==> config.mk <==
export PLATFORM = sky130hd
export DESIGN_NAME = alu_exec
export DESIGN_NICKNAME = d
export VERILOG_FILES = /design/src/rtl/alu_exec.sv
export SDC_FILE = /design/constraint.sdc
export NUM_CORES = 1
export LEC_CHECK = 0
export ABC_CLOCK_PERIOD_IN_PS = 9450
export CAP_MARGIN = 15
export CELL_PAD_IN_SITES_DETAIL_PLACEMENT = 2
export CELL_PAD_IN_SITES_GLOBAL_PLACEMENT = 2
export CORE_MARGIN = 10
export CORE_UTILIZATION = 39
export DETAILED_ROUTE_END_ITERATION = 8
export GPL_TIMING_DRIVEN = 1
export PLACE_DENSITY_LB_ADDON = 0.08
export REMOVE_ABC_BUFFERS = 1
export SKIP_CTS_REPAIR_TIMING = 1
export SYNTH_ARGS = -nofsm -noshare
export SYNTH_HDL_FRONTEND = slang
export SYNTH_SLANG_ARGS = --single-unit
==> constraint.sdc <==
create_clock -name clk -period 9.45 [get_ports clk]
set_clock_uncertainty 0.2 [all_clocks]
set_input_delay 1.4175 -clock clk [delete_from_list [all_inputs] [get_ports clk]]
set_output_delay 1.4175 -clock clk [all_outputs]
set_load 0.05 [all_outputs]
==> src/rtl/alu_exec.sv <==
// Execute-stage ALU: single-cycle logic ops, two-cycle half-width carry chain for adds,
// an extra negate cycle for ADDNN, and a registered result behind a valid/ready handshake.
module alu_exec #(
  parameter int WIDTH = 32
) (
  input  logic             clk,
  input  logic             rst_n,
  input  logic             op_valid,
  output logic             op_ready,
  input  logic [3:0]       Operation,
  input  logic [WIDTH-1:0] A,
  input  logic [WIDTH-1:0] B,
  output logic             res_valid,
  input  logic             res_ready,
  output logic [WIDTH-1:0] Result,
  output logic             Zero,
  output logic             Overflow,
  output logic             Illegal
);

  localparam int H = WIDTH / 2;

  localparam logic [2:0] ST_IDLE = 3'd0;
  localparam logic [2:0] ST_LO   = 3'd1;
  localparam logic [2:0] ST_HI   = 3'd2;
  localparam logic [2:0] ST_NEG  = 3'd3;
  localparam logic [2:0] ST_DONE = 3'd4;

  localparam logic [3:0]       OP_ADDNN  = 4'b1011;
  localparam logic [WIDTH-1:0] ZERO_W    = {WIDTH{1'b0}};
  localparam logic [WIDTH-1:0] ONE_W     = {{(WIDTH-1){1'b0}}, 1'b1};
  localparam logic [WIDTH-1:0] MOST_NEG  = {1'b1, {(WIDTH-1){1'b0}}};

  logic [2:0]       state_q, state_d;
  logic [3:0]       op_q, op_d;
  logic [WIDTH-1:0] x_q, x_d;
  logic [WIDTH-1:0] y_q, y_d;
  logic             cin_q, cin_d;
  logic             carry_q, carry_d;
  logic [H-1:0]     lo_q, lo_d;
  logic [WIDTH-1:0] sum_q, sum_d;
  logic             ovf_q, ovf_d;
  logic [WIDTH-1:0] result_q, result_d;
  logic             zero_q, zero_d;
  logic             overflow_q, overflow_d;
  logic             illegal_q, illegal_d;
  logic             res_valid_q, res_valid_d;

  logic             op_ready_s;
  logic             accept_s;
  logic [H:0]       lo_sum_s;
  logic [H:0]       hi_ext_s;
  logic [WIDTH-1:0] full_s;
  logic             ovf_add_s;
  logic             ovf_nn_s;
  logic [WIDTH-1:0] logic_res_s;

  function automatic logic [WIDTH-1:0] logic_op(input logic [2:0] sel,
                                                input logic [WIDTH-1:0] a,
                                                input logic [WIDTH-1:0] b);
    logic [WIDTH-1:0] r;
    case (sel)
      3'd0:    r = ~a;
      3'd1:    r = ~b;
      3'd2:    r = a & b;
      3'd3:    r = a | b;
      3'd4:    r = a ^ b;
      3'd5:    r = ~(a & b);
      3'd6:    r = ~(a | b);
      3'd7:    r = ~(a ^ b);
      default: r = {WIDTH{1'b0}};
    endcase
    return r;
  endfunction

  assign op_ready_s = rst_n && ((state_q == ST_IDLE) || ((state_q == ST_DONE) && res_ready));
  assign accept_s   = op_valid && op_ready_s;

  // Half-width adders; the high half is sign-extended by one bit so the exact sum's sign survives.
  always_comb begin
    lo_sum_s    = {1'b0, x_q[H-1:0]} + {1'b0, y_q[H-1:0]} + {{H{1'b0}}, cin_q};
    hi_ext_s    = {x_q[WIDTH-1], x_q[WIDTH-1:H]} + {y_q[WIDTH-1], y_q[WIDTH-1:H]}
                + {{H{1'b0}}, carry_q};
    full_s      = {hi_ext_s[H-1:0], lo_q};
    ovf_add_s   = hi_ext_s[H] ^ hi_ext_s[H-1];
    // Negating the sum fits only when the exact sum lies in (-2^(W-1), 2^(W-1)].
    if (full_s == MOST_NEG) begin
      ovf_nn_s = hi_ext_s[H];
    end else begin
      ovf_nn_s = hi_ext_s[H] ^ full_s[WIDTH-1];
    end
    logic_res_s = logic_op(Operation[2:0], A, B);
  end

  // Next-state and datapath register updates.
  always_comb begin
    state_d    = state_q;
    op_d       = op_q;
    x_d        = x_q;
    y_d        = y_q;
    cin_d      = cin_q;
    carry_d    = carry_q;
    lo_d       = lo_q;
    sum_d      = sum_q;
    ovf_d      = ovf_q;
    result_d   = result_q;
    zero_d     = zero_q;
    overflow_d = overflow_q;
    illegal_d  = illegal_q;

    case (state_q)
      ST_IDLE: begin
        state_d = ST_IDLE;
      end
      ST_LO: begin
        lo_d    = lo_sum_s[H-1:0];
        carry_d = lo_sum_s[H];
        state_d = ST_HI;
      end
      ST_HI: begin
        if (op_q == OP_ADDNN) begin
          sum_d   = full_s;
          ovf_d   = ovf_nn_s;
          state_d = ST_NEG;
        end else begin
          result_d   = full_s;
          zero_d     = (full_s == ZERO_W);
          overflow_d = ovf_add_s;
          illegal_d  = 1'b0;
          state_d    = ST_DONE;
        end
      end
      ST_NEG: begin
        result_d   = ~sum_q + ONE_W;
        zero_d     = ((~sum_q + ONE_W) == ZERO_W);
        overflow_d = ovf_q;
        illegal_d  = 1'b0;
        state_d    = ST_DONE;
      end
      ST_DONE: begin
        if (res_ready) begin
          state_d = ST_IDLE;
        end else begin
          state_d = ST_DONE;
        end
      end
      default: begin
        state_d = ST_IDLE;
      end
    endcase

    // Acceptance overrides the DONE->IDLE step so back-to-back ops carry no bubble.
    if (accept_s) begin
      op_d = Operation;
      if (Operation[3] == 1'b0) begin
        result_d   = logic_res_s;
        zero_d     = (logic_res_s == ZERO_W);
        overflow_d = 1'b0;
        illegal_d  = 1'b0;
        state_d    = ST_DONE;
      end else if (Operation[2] == 1'b1) begin
        result_d   = ZERO_W;
        zero_d     = 1'b1;
        overflow_d = 1'b0;
        illegal_d  = 1'b1;
        state_d    = ST_DONE;
      end else begin
        case (Operation[1:0])
          2'b01: begin
            x_d = A;  y_d = ~B; cin_d = 1'b1;
          end
          2'b10: begin
            x_d = ~A; y_d = B;  cin_d = 1'b1;
          end
          default: begin
            x_d = A;  y_d = B;  cin_d = 1'b0;
          end
        endcase
        state_d = ST_LO;
      end
    end else begin
      op_d = op_q;
    end

    res_valid_d = (state_d == ST_DONE);
  end

  // State and datapath registers.
  always_ff @(posedge clk or negedge rst_n) begin
    if (!rst_n) begin
      state_q     <= ST_IDLE;
      op_q        <= 4'b0000;
      x_q         <= {WIDTH{1'b0}};
      y_q         <= {WIDTH{1'b0}};
      cin_q       <= 1'b0;
      carry_q     <= 1'b0;
      lo_q        <= {H{1'b0}};
      sum_q       <= {WIDTH{1'b0}};
      ovf_q       <= 1'b0;
      result_q    <= {WIDTH{1'b0}};
      zero_q      <= 1'b0;
      overflow_q  <= 1'b0;
      illegal_q   <= 1'b0;
      res_valid_q <= 1'b0;
    end else begin
      state_q     <= state_d;
      op_q        <= op_d;
      x_q         <= x_d;
      y_q         <= y_d;
      cin_q       <= cin_d;
      carry_q     <= carry_d;
      lo_q        <= lo_d;
      sum_q       <= sum_d;
      ovf_q       <= ovf_d;
      result_q    <= result_d;
      zero_q      <= zero_d;
      overflow_q  <= overflow_d;
      illegal_q   <= illegal_d;
      res_valid_q <= res_valid_d;
    end
  end

  assign op_ready  = op_ready_s;
  assign res_valid = res_valid_q;
  assign Result    = result_q;
  assign Zero      = zero_q;
  assign Overflow  = overflow_q;
  assign Illegal   = illegal_q;

endmodule

---- Word level (Yosys, flattened, before mapping) ----
Cells that the tools add are included.
storage, ports and cells
  register bits after elaboration ......... 158
  output and inout port bits .............. 37
  word-level logic and storage cells ...... 89
operators by class
  $add $sub $neg .......................... 5
  equality and inequality tests ........... 16
  mux-type cells .......................... 31
  bitwise operators ....................... 11
  reductions and logical operators ........ 12
operators by type and width
  kind                   number
  $pmux 32 s8            1
  $mux 32                6
  $not 32->32            6
  $logic_not 32->1       3
  $pmux 32 s2            1
  $add 16x16->17         2
  $add 17x1->17          2
  $add 32x1->32 const B  1
  $and 32x32->32         1
  $eq 32x32->1 const B   1
  $or 32x32->32          1
  $xor 32x32->32         1
  $eq 3x3->1 const B     6
  $mux 3                 5
  $mux 1                 14
  $eq 3x2->1 const B     4
  $pmux 3 s4             1
  $eq 3x1->1 const B     2
  $logic_not 3->1        2
  $pmux 1 s2             3
  $eq 4x4->1 const B     1
  $logic_and 1x1->1      3
  $reduce_and 3->1       1
  $eq 2x1->1 const B     1
  other kinds (6)        6

---- Logic depth before layout (Yosys ltp) ----
  depth after elaboration ................. 8
  gate-level depth with buffers ........... 13

---- Worst setup path before layout ----
No wires, ideal clock.
  path kind ............................... in2reg
  from .................................... input port Operation[1]
  to ...................................... register zero_q (netlist: Zero)
  library setup time ...................... 0.065 ns
  arrival time ............................ 3.866 ns
  path slack .............................. 5.319 ns
  stages .................................. 12
  cells stage by stage .................... clkbuf_1 inv_1 ha_1 clkbuf_1 nor3_1 clkbuf_1 a221o_1 nand2_1 nor3_1 nand4b_1 nor4_1 o22a_1
on the way
  word-level cells in the longest chain between the ends .. 5
  elaborated cells on any way between the ends .. 12
  those cells by class .................... eq/ne: 7; mux: 3; reduce/logical: 2
ends and longest elaborated chain
  item                                      RTL line  source
  start: declaration                        10        input logic [3:0] Operation,
  $eq 3x3->1, or another cell as far along  62        case (sel)
  $pmux 32 s8 *                             62
  $logic_not 32->1 *                        157       zero_d = (logic_res_s == ZERO_W);
  $mux 1 *                                  155       if (Operation[3] == 1'b0) begin
  $mux 1 *                                  153       if (accept_s) begin
  named net zero_d                          44        logic zero_q, zero_d;
  end signal: assignment                    216       zero_q <= zero_d;
  end: declaration                          44
Mark *: on every way through the listed nets, which the timed path passes. The rest lies on a longest branch.
A chain may end at the register's enable or synchronous reset.

---- Worst setup path after layout ----
Ends and elaborated chain as after synthesis.

==> reports/summary.json <==
{
  "grt": {
    "pin_count_of_the_biggest_net_entering_global_routing": 100,
    "initial_antenna_violation_count": 2,
    "grt_first_pass_wirelength_mm": 80.41,
    "grt_use_total": 0.2527,
    "grt_overflow_total": 0,
    "via_count_of_the_first_global_routing_pass": 12855
  },
  "synthesis": {
    "netlist-cell-type-count": 78,
    "synth_edf_count": 0,
    "post-synth-top-area-fraction": 0.3099,
    "ys_seq_area_frac": 0.3099,
    "async_flop_share": 1.000,
    "synth_largest_area_cell": "sky130_fd_sc_hd__dfrtp_1",
    "synth.avg_cell_area_sq_um": 8.449,
    "synthFlopType": "sky130_fd_sc_hd__dfrtp_1",
    "yosys_warnings": 0,
    "post_synth_inst_count": 1510,
    "post_synth_instance_area_sq_um": 12760,
    "synthMostInstantiatedCell": "sky130_fd_sc_hd__nand2_1",
    "synthTopCellsByArea": "sky130_fd_sc_hd__dfrtp_1 (31%), sky130_fd_sc_hd__ha_1 (9.8%), sky130_fd_sc_hd__xnor2_1 (6.3%)",
    "ys_seq_elements": 158,
    "synth_commonest_cells": "sky130_fd_sc_hd__nand2_1 (160), sky130_fd_sc_hd__dfrtp_1 (158), sky130_fd_sc_hd__o21ai_0 (141)"
  },
  "floorplan": {
    "floorplan.initialDensity": 0.3941,
    "std_cell_rows": 66,
    "ioPinCount": 109,
    "die-width_um": 200.9,
    "die_height_um": 200.9,
    "fp.dieArea_sq_um": 40350,
    "coreArea_sq_um": 32370
  },
  "layout": {
    "final_layout_size_suffix_gt1_frac": 0.06414,
    "post_route_utilization": 0.4547,
    "fillCellCount": 3617,
    "flow.area_growth_from_synthesis_pct": 15.38,
    "final-instance-count-excl-fill": 2001,
    "num-nets-final": 1723,
    "antenna_cells_inserted": 0
  },
  "power": {
    "cellInternalPower_mw": 1.882,
    "p_per_area_nw_per_um2": 240.3,
    "cellLeakagePower_nw": 6.588,
    "relative_contribution_of_combinational_cells_to_total_power": 0.504,
    "vdd_drop_max_uv": 139.5,
    "switching_share": 0.4679,
    "power.sequential.fraction": 0.296,
    "clock_power_share": 0.200,
    "power.net_switching_mw": 1.655
  },
  "worst_setup_path": {
    "worst_reg2reg_path_endpoint": "Zero$_DFF_PN0_",
    "crit_path_start_kind": "input pin",
    "cp.arrival_ns": 5.37,
    "setup.worst_path.start": "Operation[1]",
    "critical_path_required_ns": 9.65,
    "crit_path_end": "Zero$_DFF_PN0_",
    "timing.critical_path.fanout_max": 29,
    "critical_path.endpoint_type": "flip-flop",
    "reg2reg_setup_slack_ns": 5.03,
    "crit-reg2reg-launch": "y_q[16]$_DFFE_PN0P_",
    "critical_setup_path_class": "input pin to flip-flop",
    "worst-r2r-cell-count": 11
  },
  "detailed_routing": {
    "wl_per_cell_um": 26.12,
    "drt_iter0_drc": 857,
    "router_iterations_before_antenna_repair": 5,
    "finalWirelength_mm": 52.26,
    "detail_route.drc_violations": 0,
    "detailroute.via_count": 12108,
    "detail_route.vias_per_cell": 6.051,
    "ant_nets": 0
  },
  "timing": {
    "setup_tns_ns": 0,
    "worst-slew-pin-transition_ns": 1.037,
    "clock.fmax_mhz": 193.5,
    "setup_viol_count_final": 0,
    "final-max-slew-violation-count": 0,
    "layout_worst_path_cycle_share": 0.5469,
    "hold_viol_final": 0,
    "slew_headroom": 0.3068,
    "grt_setup_unrepaired": "no",
    "period_needed_ns": 5.168
  },
  "hold_path": {
    "min_delay_path_depth": 2,
    "hp-class": "flip-flop to flip-flop"
  },
  "clock_network": {
    "clock_tree_from_tritoncts": "done",
    "clkSlewWorstSetupHoldPaths_ns": 0.07,
    "clock_latency_ns": 0.46,
    "cts-root-to-sink-buffers": 2,
    "clock_tree.htree_level_count": 4,
    "cts_buffers": 17,
    "numClockSinks": 158,
    "ctsRootBufferMaster": "sky130_fd_sc_hd__clkbuf_16"
  },
  "place": {
    "port-buffer-count": 108,
    "finalWeightedCongestion": 0.8794,
    "post-dp-hpwl_mm": 39.12,
    "dp.cells": 1970
  },
  "status": {
    "run_status": "finished clean"
  },
  "flow_run": {
    "max_cap_viol_count": 0
  }
}
[metrics by stage]
| stage | total power, mW | worst slack [ns] | instance area (sq um) | hold slack [ns] |
|---|---|---|---|---|
| after detailed placement | 2.796 | 3.904 | 14150 | 0.2809 |
| after floorplan | 2.095 | 3.588 | 12330 | 0.2438 |
| after CTS | 3.531 | 4.373 | 14720 | 0.2959 |
| after global placement | 2.734 | 3.912 | 14150 | 0.2689 |
| after global routing | 3.748 | 3.887 | 14720 | 0.3116 |
| final | 3.537 | 4.282 | 14720 | 0.2899 |
[how the worst min path moves through the flow]
| stage | start | to | slack (ns) |
|---|---|---|---|
| after floorplan | ovf_q$_DFFE_PN0P_ | ovf_q$_DFFE_PN0P_ | 0.24 |
| after detailed placement | x_q[23]$_DFFE_PN0P_ | x_q[23]$_DFFE_PN0P_ | 0.28 |
| final | x_q[11]$_DFFE_PN0P_ | x_q[11]$_DFFE_PN0P_ | 0.29 |
| after global routing | y_q[28]$_DFFE_PN0P_ | y_q[28]$_DFFE_PN0P_ | 0.31 |
| after global placement | y_q[2]$_DFFE_PN0P_ | y_q[2]$_DFFE_PN0P_ | 0.27 |
| after CTS | x_q[11]$_DFFE_PN0P_ | x_q[11]$_DFFE_PN0P_ | 0.30 |
[layout by cell type (no fill, tap or decap), types with 9 or more instances in the layout]
cell type	count
sky130_fd_sc_hd__a21oi_1	65
sky130_fd_sc_hd__mux2_2	26
sky130_fd_sc_hd__o31ai_1	9
sky130_fd_sc_hd__a22oi_1	13
sky130_fd_sc_hd__nand4_1	12
sky130_fd_sc_hd__xnor2_1	92
sky130_fd_sc_hd__o221ai_1	18
sky130_fd_sc_hd__clkbuf_16	17
sky130_fd_sc_hd__ha_1	96
sky130_fd_sc_hd__nor3_1	21
sky130_fd_sc_hd__a221oi_1	12
sky130_fd_sc_hd__a21o_1	15
sky130_fd_sc_hd__clkdlybuf4s50_1	106
sky130_fd_sc_hd__nor2_1	77
sky130_fd_sc_hd__a31oi_1	27
sky130_fd_sc_hd__o21ai_0	141
sky130_fd_sc_hd__mux2i_1	40
sky130_fd_sc_hd__buf_4	18
sky130_fd_sc_hd__or3_1	11
sky130_fd_sc_hd__nor2b_1	9
sky130_fd_sc_hd__nand2_1	160
sky130_fd_sc_hd__nand3_1	18
sky130_fd_sc_hd__o2111ai_1	23
sky130_fd_sc_hd__inv_1	104
sky130_fd_sc_hd__o22ai_1	35
sky130_fd_sc_hd__nand2b_1	18
sky130_fd_sc_hd__nor4_1	17
sky130_fd_sc_hd__o22a_1	12
sky130_fd_sc_hd__dfrtp_1	158
sky130_fd_sc_hd__xor2_1	20
sky130_fd_sc_hd__a2bb2oi_1	10
[power groups by stage]
stage / Clock (mW) / Sequential (mW) / Combinational, mW
2_1_floorplan: 0 / 1.12 / 0.972
3_3_place_gp: 0 / 1.04 / 1.69
3_5_place_dp: 0 / 1.05 / 1.75
4_1_cts: 0.718 / 1.04 / 1.77
5_1_grt: 0.752 / 1.06 / 1.93
6_report: 0.708 / 1.05 / 1.78
[state kept, by name, indices dropped and copies added (netlist names)]
register	flops
Zero	1
Result	32
x_q	32
lo_q	16
state_q	3
cin_q	1
res_valid	1
sum_q	32
op_q	4
Overflow	1
carry_q	1
y_q	32
ovf_q	1
Illegal	1
[per-layer routing]
metal  vias up  wire, um  track usage
li1       5518         -            -
met2       272     23700       0.3988
met3        47      2292      0.04196
met1      6269     25470       0.3506
met5         -        13            0
met4         2       790      0.06248
[cell type report]
class / instances / area (sq um) / area share
multi-input combinational: 1140 / 8039 / 0.5461
inverter: 104 / 390.4 / 0.02652
clock inverter: 12 / 138.9 / 0.009435
clock buffer: 19 / 432.9 / 0.02941
sequential: 158 / 3954 / 0.2686
tap: 442 / 553.0 / 0.03757
timing repair buffer: 126 / 1212 / 0.08236
[cells by family (layout without fill, tap and decap cells)]
family / after synthesis / in the layout / synth area share
mux: 67 / 67 / 0.05521
xor+xnor: 112 / 112 / 0.07689
buf+inv: 212 / 261 / 0.06394
compound gates: 460 / 460 / 0.2393
flops: 158 / 158 / 0.3099
fa+ha+maj: 104 / 104 / 0.1043
simple gates: 397 / 397 / 0.1504
[critical path, stage by stage]
cell	delay [ns]
sky130_fd_sc_hd__clkdlybuf4s50_1	0.45
sky130_fd_sc_hd__buf_4	0.29
sky130_fd_sc_hd__inv_1	0.19
sky130_fd_sc_hd__ha_4	0.34
sky130_fd_sc_hd__inv_1	0.51
sky130_fd_sc_hd__buf_4	0.40
sky130_fd_sc_hd__a2bb2oi_1	0.23
sky130_fd_sc_hd__a31o_2	0.19
sky130_fd_sc_hd__a22oi_1	0.06
sky130_fd_sc_hd__o21ai_0	0.57
sky130_fd_sc_hd__nand4_1	0.18
sky130_fd_sc_hd__nor4_1	0.31
sky130_fd_sc_hd__o22a_1	0.17
(Power assumes the default switching activity.)
